### config.mk
export PLATFORM = sky130hd
export DESIGN_NAME = control_tx_network_arbiter
export DESIGN_NICKNAME = d
export VERILOG_FILES = /design/src/rtl/control_tx_network_arbiter.sv
export SDC_FILE = /design/constraint.sdc
export NUM_CORES = 1
export LEC_CHECK = 0
export CAP_MARGIN = 20
export CORE_AREA = 2 2 753 755
export DETAILED_ROUTE_END_ITERATION = 7
export DIE_AREA = 0 0 755 757
export HOLD_SLACK_MARGIN = 0.15
export PLACE_DENSITY_LB_ADDON = 0.2
export SYNTH_ARGS = -nofsm -noshare
export SYNTH_HDL_FRONTEND = slang
export SYNTH_SLANG_ARGS = --single-unit
### constraint.sdc
create_clock -name i_clk -period 4.6 [get_ports i_clk]
set_clock_uncertainty 0.2 [all_clocks]
set_input_delay 1.15 -clock i_clk [delete_from_list [all_inputs] [get_ports i_clk]]
set_output_delay 1.15 -clock i_clk [all_outputs]
set_load 0.02 [all_outputs]
### src/rtl/control_tx_network_arbiter.sv
// control_tx_network_arbiter
//
// Packet-atomic two-way arbiter for the control block's network transmit path.
// Two AXI-Stream sources share one network stream toward the receptionist /
// network stack:
// - KIP: kernel-to-kernel control messages.
// - LAN: host-facing LAN responses.
//
// A grant is taken only from IDLE and is held until the granted packet's tlast
// beat transfers. After that beat the arbiter always spends one cycle in IDLE
// before it grants again. The grant goes to KIP under strict priority, or
// otherwise by round-robin. Nothing is buffered: the granted source is muxed
// straight through to the network stream.
//
// Ports:
//   i_clk, i_ap_rst_n    clock; asynchronous active-low reset
//   i_kip_priority       1 = strict KIP priority, 0 = round-robin (sampled in IDLE)
//   from_kip_*           KIP request stream (tvalid/tready/tdata/tkeep/tlast/tdest/tuser)
//   from_lan_*           LAN request stream (same fields as KIP)
//   to_net_*             merged network stream
//   o_grant              registered one-hot grant {LAN, KIP}; 0 in IDLE
//   o_kip_pkt_cnt        completed KIP packets (wraps)
//   o_lan_pkt_cnt        completed LAN packets (wraps)

module control_tx_network_arbiter #(
    parameter int unsigned AXIS_DATA_WIDTH  = 512,
    parameter int unsigned AXIS_KEEP_WIDTH  = 64,
    parameter int unsigned IP_ADDRESS_WIDTH = 32,
    parameter int unsigned IP_PORT_WIDTH    = 16,
    parameter int unsigned PKT_CNT_WIDTH    = 32
) (
    input  logic                        i_clk,
    input  logic                        i_ap_rst_n,
    input  logic                        i_kip_priority,

    input  logic                        from_kip_tvalid,
    output logic                        from_kip_tready,
    input  logic [AXIS_DATA_WIDTH-1:0]  from_kip_tdata,
    input  logic [AXIS_KEEP_WIDTH-1:0]  from_kip_tkeep,
    input  logic                        from_kip_tlast,
    input  logic [IP_PORT_WIDTH-1:0]    from_kip_tdest,
    input  logic [IP_ADDRESS_WIDTH-1:0] from_kip_tuser,

    input  logic                        from_lan_tvalid,
    output logic                        from_lan_tready,
    input  logic [AXIS_DATA_WIDTH-1:0]  from_lan_tdata,
    input  logic [AXIS_KEEP_WIDTH-1:0]  from_lan_tkeep,
    input  logic                        from_lan_tlast,
    input  logic [IP_PORT_WIDTH-1:0]    from_lan_tdest,
    input  logic [IP_ADDRESS_WIDTH-1:0] from_lan_tuser,

    output logic                        to_net_tvalid,
    input  logic                        to_net_tready,
    output logic [AXIS_DATA_WIDTH-1:0]  to_net_tdata,
    output logic [AXIS_KEEP_WIDTH-1:0]  to_net_tkeep,
    output logic                        to_net_tlast,
    output logic [IP_PORT_WIDTH-1:0]    to_net_tdest,
    output logic [IP_ADDRESS_WIDTH-1:0] to_net_tuser,

    output logic [1:0]                  o_grant,
    output logic [PKT_CNT_WIDTH-1:0]    o_kip_pkt_cnt,
    output logic [PKT_CNT_WIDTH-1:0]    o_lan_pkt_cnt
);

    typedef enum logic [1:0] {
        StIdle,
        StGrantKip,
        StGrantLan
    } state_e;

    state_e                   state_q;
    // 0 = KIP served last, 1 = LAN served last.
    logic                     rr_last_q;
    logic [1:0]               grant_q;
    logic [PKT_CNT_WIDTH-1:0] kip_cnt_q;
    logic [PKT_CNT_WIDTH-1:0] lan_cnt_q;

    logic kip_wins;
    logic lan_wins;
    logic beat;
    logic pkt_done;

    // IDLE arbitration. KIP wins if it is alone, if strict priority is set,
    // or if LAN was served last. LAN wins whenever it is valid and KIP does not.
    always_comb begin
        kip_wins = from_kip_tvalid &
                   (~from_lan_tvalid | i_kip_priority | rr_last_q);
        lan_wins = from_lan_tvalid & ~kip_wins;
    end

    // Pass-through mux. In IDLE every output is held at 0, so no beat can
    // leak out before a grant has been registered.
    always_comb begin
        to_net_tvalid   = 1'b0;
        to_net_tdata    = '0;
        to_net_tkeep    = '0;
        to_net_tlast    = 1'b0;
        to_net_tdest    = '0;
        to_net_tuser    = '0;
        from_kip_tready = 1'b0;
        from_lan_tready = 1'b0;
        unique case (state_q)
            StGrantKip: begin
                to_net_tvalid   = from_kip_tvalid;
                to_net_tdata    = from_kip_tdata;
                to_net_tkeep    = from_kip_tkeep;
                to_net_tlast    = from_kip_tlast;
                to_net_tdest    = from_kip_tdest;
                to_net_tuser    = from_kip_tuser;
                from_kip_tready = to_net_tready;
            end
            StGrantLan: begin
                to_net_tvalid   = from_lan_tvalid;
                to_net_tdata    = from_lan_tdata;
                to_net_tkeep    = from_lan_tkeep;
                to_net_tlast    = from_lan_tlast;
                to_net_tdest    = from_lan_tdest;
                to_net_tuser    = from_lan_tuser;
                from_lan_tready = to_net_tready;
            end
            default: begin
            end
        endcase
    end

    always_comb begin
        beat     = to_net_tvalid & to_net_tready;
        pkt_done = beat & to_net_tlast;
    end

    // Control FSM. The grant and the counters are registered alongside the
    // state, so they change on the same edge as the state does.
    always_ff @(posedge i_clk or negedge i_ap_rst_n) begin
        if (!i_ap_rst_n) begin
            state_q   <= StIdle;
            rr_last_q <= 1'b1;
            grant_q   <= 2'b00;
            kip_cnt_q <= '0;
            lan_cnt_q <= '0;
        end else begin
            unique case (state_q)
                StIdle: begin
                    if (kip_wins) begin
                        state_q <= StGrantKip;
                        grant_q <= 2'b01;
                    end else if (lan_wins) begin
                        state_q <= StGrantLan;
                        grant_q <= 2'b10;
                    end
                end
                StGrantKip: begin
                    if (pkt_done) begin
                        state_q   <= StIdle;
                        grant_q   <= 2'b00;
                        rr_last_q <= 1'b0;
                        kip_cnt_q <= kip_cnt_q + PKT_CNT_WIDTH'(1);
                    end
                end
                StGrantLan: begin
                    if (pkt_done) begin
                        state_q   <= StIdle;
                        grant_q   <= 2'b00;
                        rr_last_q <= 1'b1;
                        lan_cnt_q <= lan_cnt_q + PKT_CNT_WIDTH'(1);
                    end
                end
                default: begin
                    state_q <= StIdle;
                    grant_q <= 2'b00;
                end
            endcase
        end
    end

    always_comb begin
        o_grant       = grant_q;
        o_kip_pkt_cnt = kip_cnt_q;
        o_lan_pkt_cnt = lan_cnt_q;
    end

    // The registered grant must always agree with the state.
    grant_tracks_state: assert property (
        @(posedge i_clk) disable iff (!i_ap_rst_n)
        (grant_q == 2'b00) == (state_q == StIdle)
    );

    // A granted channel may not be ready while the sink is stalled.
    no_ready_without_sink: assert property (
        @(posedge i_clk) disable iff (!i_ap_rst_n)
        !to_net_tready |-> !(from_kip_tready | from_lan_tready)
    );

endmodule
Word-level counts from Yosys, hierarchy flattened:

Cells that the tools add are included.

* bits in registers: 67
* input bits: 1256
* logic and storage cells: 42

* add/subtract/negate cells: 2
* equality and inequality tests: 6
* muxes and demuxes: 15
* bitwise logic cells: 8
* reductions and logical operators: 7

Operators with widths (count)
* case mux 512 bit (2 select lines): 1
* case mux 64 bit (2 select lines): 1
* adder 32 x 1 -> 32 bit, second input constant: 2
* case mux 32 bit (2 select lines): 1
* case mux 16 bit (2 select lines): 1
* 2-to-1 mux 2 bit: 3
* case mux 1 bit (2 select lines): 3
* AND reduction 2 bit: 3
* bitwise AND 1 bit: 4
* 2-to-1 mux 1 bit: 4
* != test 2 bit, second input constant: 2
* case mux 2 bit (2 select lines): 1
* != test 3 bit, second input constant: 1
* AND reduction 3 bit: 1
* == test 2 x 1 -> 1 bit, second input constant: 1
* == test 2 bit, second input constant: 1
* logical NOT 2 bit: 1
* != test 2 x 1 -> 1 bit, second input constant: 1
* inverter 1 bit: 2
* OR 1 bit: 2
* nonzero test 2 bit: 1
* OR reduction 2 bit: 1

Depth between registers and ports, before layout:

* depth after elaboration: 9
* depth in mapped cells: 8
* depth with buffers taken out: 6

Worst setup path before layout:

OpenSTA, ideal clock, no wires.

* path kind: register to output
* start point: reg o_grant[1] (netlist name)
* end point: out to_net_tkeep[10]
* data arrival time: 2117 ps
* data required time: 3250 ps
* slack: 1133 ps
* stages on the path, launching flop included: 9
* buffers on the path: 4
* cell sequence: dfrtp_1 inv_1 ha_1 buf_2 clkbuf_1 clkbuf_1 clkbuf_1 a22oi_1 nor2b_1

RTL lines
* to (decl): line 55 `output logic [AXIS_KEEP_WIDTH-1:0] to_net_tkeep,`

==> results.md <==
- The delay of the slowest cell on the worst path is around 660 ps.
- TritonCTS built the clock tree.
- For the finished layout, the period the worst path requires is about 4500 ps.
- For this design the static power due to leakage is 13.0 nW.
- The initial utilization of the core area, before any placement, comes to 0.0229.
- The number of I/O pins is approximately 2000.
- The number of instances in the synthesized netlist is 1781.
- The path class of the tightest hold or removal check is flop to flop.
- After clock tree synthesis, the clock-pin slew on the worst setup and hold paths is 70 ps.
- The DRC violation count after routing is 0.
- Port buffering added a little under 2000 buffers.
- The worst-case reg-to-reg path depth is 10.
- Yosys printed 0 warnings.
- The die covers 572000 µm².
- The die span in x is around 760 µm.
- The placer congestion estimate is 1.02.
- The H-tree was split into 3 levels.
- The wire length of the first global-routing pass is 519000 µm.
- After synthesis, the cell types taking the most area are a22oi_1 36%, nor2b_1 30%, dfrtp_1 13%.
- After detailed routing, the average wire length per cell comes to approximately 41 µm.
- The detailed router's first-iteration violation count is 1964.
- The power density over cell area is 480 nW/µm².
- The worst max-slew margin expressed relative to the limit is 0.446.
- The root buffer cell is clkbuf_16.
- The remaining antenna violation count is 0.
- The number of enable flip-flop cells after synthesis is 0.
- The insertion delay of the later-clocked pin in the worst-skew pair is between 300 and 400 ps.
- The count of final hold-check violations is 0.
- Of the post-synthesis cell area, the dominant cell type holds 0.363.
- For this run, the register share of the synthesized area comes to 0.130.
- The total CTS buffers is 9.
- The number of global-route vias before repair came to 25300.
- The largest individual stage delay along the critical path comes from the cell clkdlybuf4s50_1.
- The data arrival time of the critical path is 3130 ps.
- The worst IR drop on VDD is 0.289 mV.
- The region available for standard cell placement spans 563000 µm².
- Among all flip-flop cells after synthesis, the most frequent one is dfrtp_1.
- The achievable frequency is 223 MHz.
- The HPWL after detailed placement is 432000 µm.
- In this run the mean area of a mapped cell was 7.26 µm².
- The overall track demand over capacity in global routing is 0.154.
- The pin slew with the least headroom to its limit is just over 800 ps.
- Counting both buffers and inverters, the worst setup path holds a total of 4.
- Traced cell by cell, the critical path runs through inv_1, ha_4, buf_12, buf_12, a22oi_1, nor2b_1, clkdlybuf4s50_1.
- The synthesized netlist occupies a cell area of between 10000 and 15000 µm².
- The maximum count of clock buffers along a single path is 2.
- The area growth from synthesis to layout is 246%.
- The proportion of synthesized flip-flops having asynchronous set or reset is 1.00.
- Clock tree synthesis found a total of 67 sinks.
- The final routed wirelength across all metal layers is 460000 µm.
- The detailed-routing iteration count for the pre-antenna-repair pass is 6.
- Setup violations remaining at the end of the flow were counted as 0.
- The cell type with the highest aggregate area in the netlist is a22oi_1.
- The site row count is 276.
- The endpoint required time on the critical path is 3250 ps.
- The most numerous cell on the critical path is buf_12.
- The number of antenna violations at the first check in global routing came to 684.
- STA classifies the critical path startpoint as a flop.
- The design draws between 20 and 25 mW.
- The share of the core filled with cells in the final layout is 0.0794.
- The flow ran to the end, and the final reports show no timing, DRC or antenna violations.
- The classification of the worst setup path is flop to primary output.
- The count of distinct cell types in the synthesized netlist is 38.
- The height of the die is 757 µm.
- The cell class contributing the biggest share of worst-path delay is buffers and inverters.
- The kind of end point of the critical path is a primary output.
- The top fanout value on the critical path is between 70 and 80.
- The via count of the routed design is 27000.
- The max-cap violation count is 0.
- In this run the number of cells on the critical path is 7.
- For this run the aggregate overflow at the end of global routing stands at 0.
- The final count of pins violating max slew is 0.
- Counting flops and latches in the post-synthesis netlist gives 67.
- Post-CTS timing repair inserted 0 buffers for setup.
- The total number of nets in the final design is 4866.
- The pin count of the biggest net entering global routing is 105.
- The post-synth net total is 3042.
- The final period utilization is 0.973.
- Dividing the detail-routed via count by the number of cells gives between 2 and 2.5.
- Along the worst hold path, the cell count comes to 1.
- The share of final-layout standard cells stronger than drive strength 1 is 0.127.
==> metal layers <==
metal	global-route usage	wire length, µm	vias up
met3	0.0824	58400	1115
li1	-	-	10400
met2	0.249	204000	2713
met1	0.173	175000	12600
met4	0.0474	21100	156
met5	0	1050	-
==> Yosys cell counts, types with 2 or more instances <==
cell       instances
a2111oi_2          9
a2111oi_4          4
a22o_1             3
a22oi_1          625
and2_1             8
and3_1             9
and4_1            10
buf_1             12
buf_2              6
clkbuf_1         206
dfrtp_1           66
ha_1               5
inv_1             10
mux2_2             2
nand2_1           25
nand3_1           19
nand4_1           20
nor2_1             6
nor2b_1          624
nor3_1            15
nor4_1            18
nor4_2             2
nor4b_1            2
xnor2_1           12
xor2_1            50
==> layout make-up <==
type                    instances  area [µm²]
diodes                        101         253
clock buffers                  10         229
clock inverters                 6         138
fillers                     65800      519000
inverters                      10        37.5
multi-input cells            1478       10400
flip-flops and latches         67        1680
well taps                    7506        9390
repair buffers               2039       22600
==> final timing paths <==
check | to | startpoint | slack [ps]
setup / recovery | to_net_tdata[185] | o_grant[0]$_DFFE_PN0P_ | 120
min in group asynchronous | o_kip_pkt_cnt[18]$_DFFE_PN0P_ | i_ap_rst_n | 610
max in group asynchronous | o_lan_pkt_cnt[22]$_DFFE_PN0P_ | i_ap_rst_n | 2700
hold / removal | o_lan_pkt_cnt[31]$_DFFE_PN0P_ | o_lan_pkt_cnt[31]$_DFFE_PN0P_ | 280
setup reg to reg | o_kip_pkt_cnt[12]$_DFFE_PN0P_ | o_grant[1]$_DFFE_PN0P_ | 1150
hold reg to reg | o_lan_pkt_cnt[31]$_DFFE_PN0P_ | o_lan_pkt_cnt[31]$_DFFE_PN0P_ | 280
==> cell usage in the layout, fill, tap and decap left out, types with 20 or more instances in the layout <==
cell type / instances
dfrtp_1: 66
nor2b_1: 622
diode_2: 101
buf_4: 160
xor2_1: 50
nand2_1: 25
buf_12: 251
clkdlybuf4s50_1: 1622
nand4_1: 20
a22oi_1: 624
==> power breakdown <==
group          switching, mW  internal, mW  leakage [nW]
logic                   11.9          8.02          11.9
clock network          0.342         0.588         0.177
registers             0.0298         0.607         0.904
total                   12.2          9.22          13.0
==> registers in the layout, summed over array words and instances (netlist names) <==
| signal | cells |
|---|---|
| o_lan_pkt_cnt | 32 |
| rr_last_q | 1 |
| o_grant | 2 |
| o_kip_pkt_cnt | 32 |
==> timing repair <==
action,4_1_cts,5_1_grt
pin swaps,0,0
endpoints found under the hold margin,0,0
setup endpoints to repair,2,7
hold buffers,0,0
gates resized for setup,4,4
cloned,0,1
==> kinds of logic after synthesis <==
| kind of cell | count (synthesis) | share of synthesized area |
|---|---|---|
| DFF | 67 | 0.130 |
| xor gates and xnor gates | 62 | 0.0420 |
| and+or+nand+nor | 764 | 0.365 |
| AOI/OAI and AO/OA | 644 | 0.386 |
| buffers and inverters | 236 | 0.0700 |
| muxes | 3 | 0.00252 |
| adders and majority gates | 5 | 0.00484 |
==> per-stage QoR <==
stage | hold WS (ps) | TNS, ps | instances | worst slack, ps | instance area (µm²)
after global routing | 285 | -3.17 | 11200 | -3.17 | 44600
after global placement | 268 | -497 | 11100 | -442 | 44000
after CTS | 280 | 0 | 11100 | 5.97 | 44400
final | 277 | 0 | 11200 | 123 | 44700
after detailed placement | 270 | -434 | 11100 | -434 | 44000
after floorplan | 239 | 0 | 1781 | 1130 | 12900
Note: power is estimated with default switching activity, not from simulation.
